--- src/rtl/uart_rx_frame_check_pkg.sv ---
// Shared UART receive definitions: frame FSM states, parity mode encoding
// and the parity helper used by the frame checker.
package uart_rx_frame_check_pkg;

    typedef enum logic [2:0] {
        IDLE   = 3'd0,
        DATA   = 3'd1,
        PARITY = 3'd2,
        STOP1  = 3'd3,
        STOP2  = 3'd4
    } rx_state_t;

    typedef enum logic {
        PAR_EVEN = 1'b0,
        PAR_ODD  = 1'b1
    } parity_mode_t;

    // Value the parity bit must carry, given the XOR of all data bits.
    function automatic logic parity_expected(input logic data_xor, input parity_mode_t mode);
        return data_xor ^ (mode == PAR_ODD);
    endfunction

endpackage

--- src/rtl/uart_rx_frame_check_sat_counter.sv ---
// Saturating event counter with synchronous clear; clear beats increment.
module uart_sat_counter #(
    parameter int CNT_WIDTH = 8
) (
    input  logic                 clk,
    input  logic                 rst_n,
    input  logic                 inc,
    input  logic                 clr,
    output logic [CNT_WIDTH-1:0] count
);

    always_ff @(posedge clk or negedge rst_n) begin
        if (!rst_n) begin
            count <= '0;
        end else if (clr) begin
            count <= '0;
        end else if (inc && (count != {CNT_WIDTH{1'b1}})) begin
            count <= count + CNT_WIDTH'(1);
        end
    end

endmodule

--- src/rtl/uart_rx_frame_check.sv ---
// UART RX frame checker: deserialises LSB-first data, checks optional parity
// and one/two stop bits, and keeps saturating error counters.
module uart_rx_frame_check
    import uart_rx_frame_check_pkg::*;
#(
    parameter int DATA_WIDTH = 8,
    parameter int CNT_WIDTH  = 8
) (
    input  logic                  clk,
    input  logic                  rst_n,
    input  logic                  frame_start,
    input  logic                  samp_valid,
    input  logic                  samp_data_in,
    input  logic                  par_en,
    input  logic                  par_odd,
    input  logic                  two_stop,
    input  logic                  clr_cnt,
    output logic [DATA_WIDTH-1:0] rx_data,
    output logic                  rx_valid,
    output logic                  par_err,
    output logic                  stop_err,
    output logic                  busy,
    output logic [CNT_WIDTH-1:0]  par_err_cnt,
    output logic [CNT_WIDTH-1:0]  stop_err_cnt
);

    localparam int BCW = $clog2(DATA_WIDTH + 1);
    localparam logic [BCW-1:0] LAST_BIT = BCW'(DATA_WIDTH - 1);

    rx_state_t             state;
    rx_state_t             state_next;
    logic [BCW-1:0]        bit_cnt;
    logic [DATA_WIDTH-1:0] shift_reg;
    logic                  cfg_par_en;
    logic                  cfg_two_stop;
    parity_mode_t          cfg_par_mode;
    logic                  frame_par_err;

    logic                  complete;
    logic                  par_mismatch;
    logic                  par_err_next;
    logic                  stop_err_next;
    logic                  par_inc;
    logic                  stop_inc;

    always_ff @(posedge clk or negedge rst_n) begin
        if (!rst_n) begin
            state <= IDLE;
        end else begin
            state <= state_next;
        end
    end

    always_comb begin
        state_next = state;
        case (state)
            IDLE: begin
                if (frame_start) state_next = DATA;
            end
            DATA: begin
                if (samp_valid && (bit_cnt == LAST_BIT)) begin
                    state_next = cfg_par_en ? PARITY : STOP1;
                end
            end
            PARITY: begin
                if (samp_valid) state_next = STOP1;
            end
            STOP1: begin
                // A low first stop bit ends the frame even when two are configured.
                if (samp_valid) begin
                    state_next = (!samp_data_in || !cfg_two_stop) ? IDLE : STOP2;
                end
            end
            STOP2: begin
                if (samp_valid) state_next = IDLE;
            end
            default: state_next = IDLE;
        endcase
    end

    always_comb begin
        complete      = 1'b0;
        par_mismatch  = (samp_data_in != parity_expected(^shift_reg, cfg_par_mode));
        stop_err_next = ~samp_data_in;
        case (state)
            STOP1:   complete = samp_valid && (!samp_data_in || !cfg_two_stop);
            STOP2:   complete = samp_valid;
            default: complete = 1'b0;
        endcase
        par_err_next = cfg_par_en & frame_par_err;
        par_inc      = complete & par_err_next;
        stop_inc     = complete & stop_err_next;
    end

    // Data bits enter at the MSB and shift down, so the first bit lands in bit 0.
    always_ff @(posedge clk or negedge rst_n) begin
        if (!rst_n) begin
            bit_cnt       <= '0;
            shift_reg     <= '0;
            cfg_par_en    <= 1'b0;
            cfg_two_stop  <= 1'b0;
            cfg_par_mode  <= PAR_EVEN;
            frame_par_err <= 1'b0;
            rx_data       <= '0;
            rx_valid      <= 1'b0;
            par_err       <= 1'b0;
            stop_err      <= 1'b0;
        end else begin
            rx_valid <= complete;
            case (state)
                IDLE: begin
                    if (frame_start) begin
                        cfg_par_en    <= par_en;
                        cfg_two_stop  <= two_stop;
                        cfg_par_mode  <= parity_mode_t'(par_odd);
                        bit_cnt       <= '0;
                        frame_par_err <= 1'b0;
                    end
                end
                DATA: begin
                    if (samp_valid) begin
                        shift_reg <= {samp_data_in, shift_reg[DATA_WIDTH-1:1]};
                        bit_cnt   <= bit_cnt + BCW'(1);
                    end
                end
                PARITY: begin
                    if (samp_valid) frame_par_err <= par_mismatch;
                end
                default: ;
            endcase
            if (complete) begin
                rx_data  <= shift_reg;
                par_err  <= par_err_next;
                stop_err <= stop_err_next;
            end
        end
    end

    assign busy = (state != IDLE);

    uart_sat_counter #(.CNT_WIDTH(CNT_WIDTH)) u_par_cnt (
        .clk   (clk),
        .rst_n (rst_n),
        .inc   (par_inc),
        .clr   (clr_cnt),
        .count (par_err_cnt)
    );

    uart_sat_counter #(.CNT_WIDTH(CNT_WIDTH)) u_stop_cnt (
        .clk   (clk),
        .rst_n (rst_n),
        .inc   (stop_inc),
        .clr   (clr_cnt),
        .count (stop_err_cnt)
    );

endmodule

--- config.mk ---
export PLATFORM = sky130hd
export DESIGN_NAME = uart_rx_frame_check
export DESIGN_NICKNAME = d
export VERILOG_FILES = /design/src/rtl/uart_rx_frame_check_pkg.sv /design/src/rtl/uart_rx_frame_check_sat_counter.sv /design/src/rtl/uart_rx_frame_check.sv
export SDC_FILE = /design/constraint.sdc
export NUM_CORES = 1
export LEC_CHECK = 0
export ABC_AREA = 1
export ABC_CLOCK_PERIOD_IN_PS = 1950
export CORE_ASPECT_RATIO = 1.75
export CORE_MARGIN = 5
export CORE_UTILIZATION = 44
export DETAILED_ROUTE_END_ITERATION = 8
export PLACE_DENSITY = 0.64
export SLEW_MARGIN = 20
export SYNTH_ARGS = -nofsm -noshare
export SYNTH_HDL_FRONTEND = slang
export SYNTH_HIERARCHICAL = 1
export SYNTH_SLANG_ARGS = --single-unit
--- constraint.sdc ---
create_clock -name clk -period 1.95 [get_ports clk]
set_input_delay 0.39 -clock clk [delete_from_list [all_inputs] [get_ports clk]]
set_output_delay 0.39 -clock clk [all_outputs]
set_load 0.005 [all_outputs]
After elaboration in Yosys (flattened, before gate mapping). Index checks and enable logic that the tools add are counted.

Register bits after elaboration: 46. Output and inout port bits: 28. Logic and storage cells: 73. Bits of input ports: 9.

Reduce and logical (&&, ||, !) cells: 19. Multiplexer cells: 19. Bitwise gates (word level): 5. Add/sub/neg operators: 3. Equal/unequal tests: 14.

Operators with widths (number): 2-to-1 mux 8 bit (4); 2-to-1 mux 3 bit (6); adder 8 x 1 -> 8 bit, second input constant (2); != test 8 bit, second input constant (2); one-hot mux 3 bit (5 select lines) (1); != test 2 bit, second input constant (6); 2-to-1 mux 4 bit (2); one-hot mux 4 bit (2 select lines) (1); nonzero test 2 bit (4); parity 8 bit (1); == test 3 x 2 -> 1 bit, second input constant (2); AND reduction 3 bit (2); AND reduction 5 bit (1); adder 4 x 1 -> 4 bit, second input constant (1); == test 4 x 3 -> 1 bit, second input constant (1); logical AND 1 bit (4); one-hot mux 1 bit (2 select lines) (2); AND reduction 2 bit (2); bitwise AND 1 bit (3); == test 3 x 1 -> 1 bit, second input constant (1); == test 3 bit, second input constant (1); zero test 3 bit (1); 2-to-1 mux 1 bit (3); nonzero test 3 bit (1); other kinds (5) (6).

Longest topological paths before layout. Gate-level depths: netlist of run 1.

Depth in word-level cells: 8. Depth in mapped cells: 13. Gate-level depth less buffers: 12.

Modules after synthesis. The synthesis of run 1 kept the hierarchy.

Modules (own cells, without submodules): uart_rx_frame_check (cells an instance 173, area an instance 1463.9 um2, sequential area each 750.7 um2, instances 1); uart_sat_counter (cells an instance 74, area an instance 511.7 um2, sequential area each 200.2 um2, instances 2).

Worst setup path before layout of run 1. Ideal clock, no wire load.

Path type: register to register. Start point: register state[0]. End point: register u_stop_cnt.count[7]. Period minus slack after synthesis: 1.710 ns. Stages on the path, launching flop included: 14. Library setup time: 0.113 ns. Setup slack: 0.240 ns. Required time: 1.837 ns. Path buffers: 1. Arrival: 1.598 ns. Cell sequence: dfrtp_1 > inv_2 > nand3_2 > inv_1 > nand2_1 > nand2_4 > buf_6 > nand2_1 > inv_1 > inv_1 > a21oi_1 > nand3_1 > nand2_1 > inv_1.

Cells in the longest elaborated chain, start to end: 5. Elaborated cells between the ends (all ways): 6. Those cells by class: eq/ne (2); mux (1); bitwise (1); reduce/logical (2).

Ends and longest elaborated chain: start, declared (RTL line uart_rx_frame_check.sv:30) `rx_state_t state;`; start signal, assigned (RTL line uart_rx_frame_check.sv:50) `state <= state_next;`; == test 3 bit / == test 3 x 2 -> 1 bit (equally long branches) (RTL line uart_rx_frame_check.sv:85) `case (state)`; one-hot mux 1 bit (2 select lines) * (RTL line uart_rx_frame_check.sv:85); via complete (RTL line uart_rx_frame_check.sv:39) `logic complete;`; bitwise AND 1 bit * (RTL line uart_rx_frame_check.sv:92) `stop_inc = complete & stop_err_next;`; via stop_inc (RTL line uart_rx_frame_check.sv:44) `logic stop_inc;`; logical AND 1 bit * (RTL line uart_rx_frame_check_sat_counter.sv:17) `end else if (inc && (count != {CNT_WIDTH{1'b1}})) begin`; nonzero test 2 bit (no source line) *; end signal, assigned (RTL line uart_rx_frame_check_sat_counter.sv:18) `count <= count + CNT_WIDTH'(1);`; end, declared (RTL line uart_rx_frame_check_sat_counter.sv:9) `output logic [CNT_WIDTH-1:0] count`.

Mark *: on every way through the listed nets, which the timed path passes. The rest lies on a longest branch. A chain may end at the register's enable or synchronous reset.

Worst setup path after layout of run 1.
Start point: register state[1]. End point: register u_stop_cnt.count[7].

Cells in the longest elaborated chain, start to end: 5. Elaborated cells between the ends (all ways): 6. Those cells by class: eq/ne (2); mux (1); bitwise (1); reduce/logical (2).

Ends and longest elaborated chain (RTL line): == test 3 bit / == test 3 x 2 -> 1 bit (equally long branches) (uart_rx_frame_check.sv:85); one-hot mux 1 bit (2 select lines) * (uart_rx_frame_check.sv:85); bitwise AND 1 bit * (uart_rx_frame_check.sv:92); via stop_inc (uart_rx_frame_check.sv:44); logical AND 1 bit * (uart_rx_frame_check_sat_counter.sv:17); nonzero test 2 bit (no source line) *.

Marked as above.

==> metrics.txt, run 1 <==
crit-path max cell delay 400 ps; Setup crit end kind flop; Cell Area, Synth 2490 µm²; CTS Buffer Depth 2; TritonRoute pass-1 iters 4; Pleak 1.53 nW; Slew @ Worst Pin 608 ps; crit path DAT 1990 ps; placed cells 441; commonest cells in the netlist 92 x nand2_1, 46 x dfrtp_1, 43 x inv_1, 33 x nand3_1, 21 x nor2_1; area leader, netlist dfrtp_1; vias in the first global route 2128; drt total wl 5370 µm; Max-slew headroom 59.5%; via count 2182; WL per Instance 11.8 µm; Worst Path Required 2150 ps; I/O pin count 37; maximum VDD drop 0.714 mV; GP Congestion 0.867; post-DP HPWL 4000 µm; P per Cell Area 1120 nW/µm²; Synth Net Count 333; fraction of registers with async set/reset 100%; Die Y 109 µm; skew final 5.87 ps; drc violations 0; Period Utilization, post-route 91.9%; CTS Root Cell clkbuf_8; Die ar. 7320 µm²; ranking of synthesized cells by area dfrtp_1 46%, nand2_1 14%, nand3_1 6.6%; CP delay by family, top simple AND/OR/NAND/NOR gates; crit path buf inv count 6; CP startpoint kind flop; hold slack final 88.8 ps; Reg clk slew, reported paths 90 ps; area of the core 5540 µm²; Non-Filler Instances 455; Rows 36; Area Overhead vs Synth 27.4%; Post-DRT Antenna Nets 0; Hold Vio Cnt, Final 0; # nets final 390; Total Power 3.56 mW; worst skew pair latency 300 ps; Period minus WS final 1790 ps; initial antenna violation count 0; Crit-path slowest cell dfrtp_1; r2r startpoint state[1]$_DFFE_PN0P_; ant diodes 0; Max Fanout on Critical Path 4; Post-Syn Instances 321; Post-synth EDFFs 0; Die X 66.8 µm; kind of critical path reg -> reg; cts bufs inserted 5; most frequent cell after synthesis nand2_1; Synthesis Warnings 6; outcome finished, final reports clean; final setup fails 0; CP dominant cell by count inv_1; grt ovf 0; I/O Buffers 36; RSZ-0062 raised after global routing false; critical-path cell list inv_2 -> buf_4 -> nand3_2 -> inv_1 -> nand2_1 -> nand2_4 -> nand2_1 -> inv_1 -> inv_1 -> a21oi_1 -> nand3_1 -> nand2_1 -> inv_1; Fillers 539; syn_area_per_cell 7.75 µm²; achievable frequency 558 MHz; Critical path origin state[1]$_DFFE_PN0P_; Via density 4.80; hold crit path type in -> async; share of the yosys chip area belonging to registers 46.3%; H-tree levels 2; Sink Count 46; layout cell share with drive strength beyond 1 15.0%; max_cap viols 0; largest net degree at the start of global routing 27; register bit count reported by yosys 46; most used flip-flop cell after synthesis dfrtp_1; Initial Util 44.9%; TritonCTS clock tree yes; Total GRT Usage 16.5%; Synth cell types 27; Synth top area share 46.3%; CTS hold repair buffers 0; global-route wire length before repair 9290 µm; Final Max Tran Viols 0; initial DRC count 134
-- cell type report --
class                           instances  area, µm²  area share [%]
Timing Repair Buffer                   52        493            15.6
Inverter                               48        190            6.00
Clock inverter                          2       12.5           0.395
Sequential cell                        46       1150            36.4
Tap cell                               76       95.1            3.00
Multi-Input combinational cell        225       1140            36.1
Clock buffer                            6       82.6            2.61
-- routing by layer --
metal  global-route usage, %  wire (µm)
met4                    6.40         88
met1                    18.7       2220
met5                       0          0
met2                    30.1       2880
met3                    2.86        173
-- layout by cell type (no fill, tap or decap), drive strengths merged --
cell type	count
clkbuf	6
a21oi	21
clkdlybuf4s50	33
buf	17
nand2	102
dfrtp	46
o21bai	4
mux2	3
o22ai	1
nor2	28
ha	3
nor3	6
clkinvlp	1
o21a	1
clkinv	3
xnor2	4
o21ai	16
dlymetal6s2s	2
nand3	34
xor2	2
inv	46
-- where the power goes --
part | switching (mW) | total (mW) | internal [mW] | leakage [nW]
Combinational | 0.749 | 1.48 | 0.728 | 0.888
Clock | 0.328 | 0.614 | 0.285 | 0.0472
Sequential | 0.231 | 1.47 | 1.23 | 0.595
-- metrics by stage --
| step | area (µm²) | setup WS (ps) | TNS [ps] | util (%) |
|---|---|---|---|---|
| 6_report | 3170 | 158 | 0 | 57.2 |
| 5_1_grt | 3170 | 26.4 | 0 | 57.2 |
| 4_1_cts | 3110 | 4.17 | 0 | 56.1 |
| 3_5_place_dp | 3010 | -231 | -2030 | 54.3 |
| 3_3_place_gp | 3010 | -172 | -1690 | 54.3 |
| 2_1_floorplan | 2490 | 240 | 0 | - |
-- worst reg2reg max path: stages (launching register included) --
cell	delay, ps
dfrtp_1	400
inv_2	100
buf_4	120
nand3_2	70
inv_1	100
nand2_1	110
nand2_4	100
nand2_1	60
inv_1	70
inv_1	50
a21oi_1	290
nand3_1	120
nand2_1	80
inv_1	30
-- path summary, 6_finish.rpt --
check	to	slack, ps	cells after the start
max in group asynchronous	state[0]$_DFFE_PN0P_	1320	2
worst min register to register	frame_par_err$_DFFE_PN0P_	520	2
worst min-delay path	rx_valid$_DFF_PN0_	90	1
min in group clk	frame_par_err$_DFFE_PN0P_	520	2
worst max-delay path	u_stop_cnt/count[7]$_DFFE_PN0P_	160	13
worst max register to register	u_stop_cnt/count[7]$_DFFE_PN0P_	160	13
-- timing repair --
item	in CTS	in global routing
pin swaps	0	1
resized for setup	1	5
setup buffers	0	6
endpoints found under the setup margin	1	7
-- cell families after synthesis --
kind of cell | synth area share [%]
flops | 46.3
fa+ha+maj | 1.51
simple gates | 30.8
mux | 1.36
compound gates | 9.66
xor+xnor | 2.11
buf+inv | 8.30
Power figures use the tool's default switching activity.
==> run 2: changes to the inputs <==
--- a/config.mk
+++ b/config.mk
@@ -6,10 +6,11 @@
 export NUM_CORES = 1
 export LEC_CHECK = 0
 export ABC_AREA = 1
-export ABC_CLOCK_PERIOD_IN_PS = 1950
+export ABC_CLOCK_PERIOD_IN_PS = 1800
 export CORE_ASPECT_RATIO = 1.75
 export CORE_MARGIN = 5
 export CORE_UTILIZATION = 44
+export CTS_BUF_LIST = sky130_fd_sc_hd__clkbuf_2 sky130_fd_sc_hd__clkbuf_4 sky130_fd_sc_hd__clkbuf_8
 export DETAILED_ROUTE_END_ITERATION = 8
 export PLACE_DENSITY = 0.64
 export SLEW_MARGIN = 20
==> constraint.sdc (replaced) <==
create_clock -name clk -period 1.8 [get_ports clk]
set_input_delay 0.36 -clock clk [delete_from_list [all_inputs] [get_ports clk]]
set_output_delay 0.36 -clock clk [all_outputs]
set_load 0.005 [all_outputs]
==> run 2 against run 1 <==
Die area unchanged. Largest cell class unchanged. Clock skew increased by 6.3 ps. Sequential share of layout area about the same. Combinational power increased by 5%. Utilization increased by 0.068 points. Hold slack got worse by 71 ps.
==> metrics.txt, run 2 (synthesized netlist as in run 1, its figures left out) <==
outcome finished, final reports clean; crit path DAT 1320 ps; I/O Buffers 36; Total GRT Usage 16.7%; Int Power 2.42 mW; largest net degree at the start of global routing 47; Max Fanout on Critical Path 6; Fillers 551; Die Y 109 µm; global-route wire length before repair 9340 µm; hold slack final 18.1 ps; RSZ-0062 raised after global routing false; Crit-path slowest cell clkdlybuf4s50_1; Worst Path Required 1440 ps; GP Congestion 0.861; post-DP HPWL 3990 µm; Hold Vio Cnt, Final 0; drc violations 0; worst skew pair latency 300 ps; sequential cell area 1150 µm²; final setup fails 0; # nets final 390; initial DRC count 107; skew final 12.2 ps; area of the core 5540 µm²; CTS Buffer Depth 2; maximum VDD drop 0.988 mV; grt ovf 0; P per Cell Area 1200 nW/µm²; hold crit path type in -> async; most common cell after layout, fill and taps aside nand2_1; vias in the first global route 2195; Die ar. 7320 µm²; NetSw 1.40 mW; ant diodes 0; Final Max Tran Viols 0; fin area 3170 µm²; max_cap viols 0; Sw Share 36.7%; Via density 4.83; Slew @ Worst Pin 299 ps; layout cell share with drive strength beyond 1 15.8%; critical-path cell list clkdlybuf4s50_1; kind of critical path reg -> out; cts bufs inserted 5; initial antenna violation count 0; Post-DRT Antenna Nets 0; drt total wl 5290 µm; Initial Util 44.9%; Comb power frac 40.6%; Period minus WS final 1680 ps; footprint of the multi-input gates 1150 µm²; Pleak 1.52 nW; crit-path max cell delay 550 ps; Rows 36; achievable frequency 596 MHz; CTS Root Cell clkbuf_8; Area Overhead vs Synth 27.6%; Setup crit end kind output pin; sequential power share 41.7%; via count 2196; H-tree levels 2; CP startpoint kind flop; TritonCTS clock tree yes; Max-slew headroom 80.0%; CP delay by family, top buffers and inverters; clock share of power 17.7%; most frequent cells in the layout 91 x nand2_1, 45 x dfrtp_1, 42 x inv_1; I/O pin count 37; WL per Instance 11.6 µm; Sink Count 46; DP Area 3020 µm²; Reg clk slew, reported paths 90 ps; crit path buf inv count 1; TritonRoute pass-1 iters 4; Period Utilization, post-route 93.2%; Die X 66.8 µm
run 2: final timing paths:
path | depth (start not counted) | end | start | slack (ps)
max | 1 | stop_err_cnt[2] | u_stop_cnt/count[2]$_DFFE_PN0P_ | 120
min | 2 | u_par_cnt/count[3]$_DFFE_PN0P_ | rst_n | 20
max reg2reg | 11 | u_par_cnt/count[0]$_DFFE_PN0P_ | state[2]$_DFFE_PN0P_ | 160
min reg2reg | 2 | state[1]$_DFFE_PN0P_ | state[1]$_DFFE_PN0P_ | 510
max in group asynchronous | 2 | state[0]$_DFFE_PN0P_ | rst_n | 1540
min in group clk | 2 | state[1]$_DFFE_PN0P_ | state[1]$_DFFE_PN0P_ | 510
run 2: timing repair:
item,CTS,global route
pin swaps,2,0
buffers inserted,3,1
endpoints found under the setup margin,1,12
hold buffers,0,0
resized for setup,2,7
hold endpoints to repair,0,0
run 2: layout make-up:
class                   instances  share of cell area [%]
well taps                      76                    3.00
clock buffers                   7                    2.84
multi-input cells             225                    36.3
flip-flops and latches         46                    36.3
repair buffers                 52                    15.3
clock inverters                 1                   0.158
inverters                      48                    6.07
run 2: per-stage QoR:
step	setup WS, ps	utilization [%]	setup TNS [ps]	power [mW]	cells
after floorplan	89.6	-	0	2.56	321
after global placement	-171	54.6	-1690	3.10	443
after detailed placement	-214	54.6	-1980	3.12	443
after CTS	32.1	56.8	0	3.85	454
after global routing	20.6	57.3	0	4.19	455
final	123	57.3	0	3.82	455
run 2: power by group through the flow:
stage | Sequential (mW) | Combinational (mW) | Clock (mW)
detailed placement | 1.61 | 1.52 | 0
CTS | 1.59 | 1.56 | 0.700
global placement | 1.60 | 1.50 | 0
floorplan | 1.58 | 0.981 | 0
global route | 1.65 | 1.81 | 0.726
finish | 1.59 | 1.55 | 0.675
run 2: per-layer routing:
metal	track usage, %	part of all wire, %	up-vias
li1	-	-	1125
met1	18.4	40	1017
met2	30.7	54	44
met3	2.66	3.3	10
met4	7.12	2.1	0
met5	0	0	-
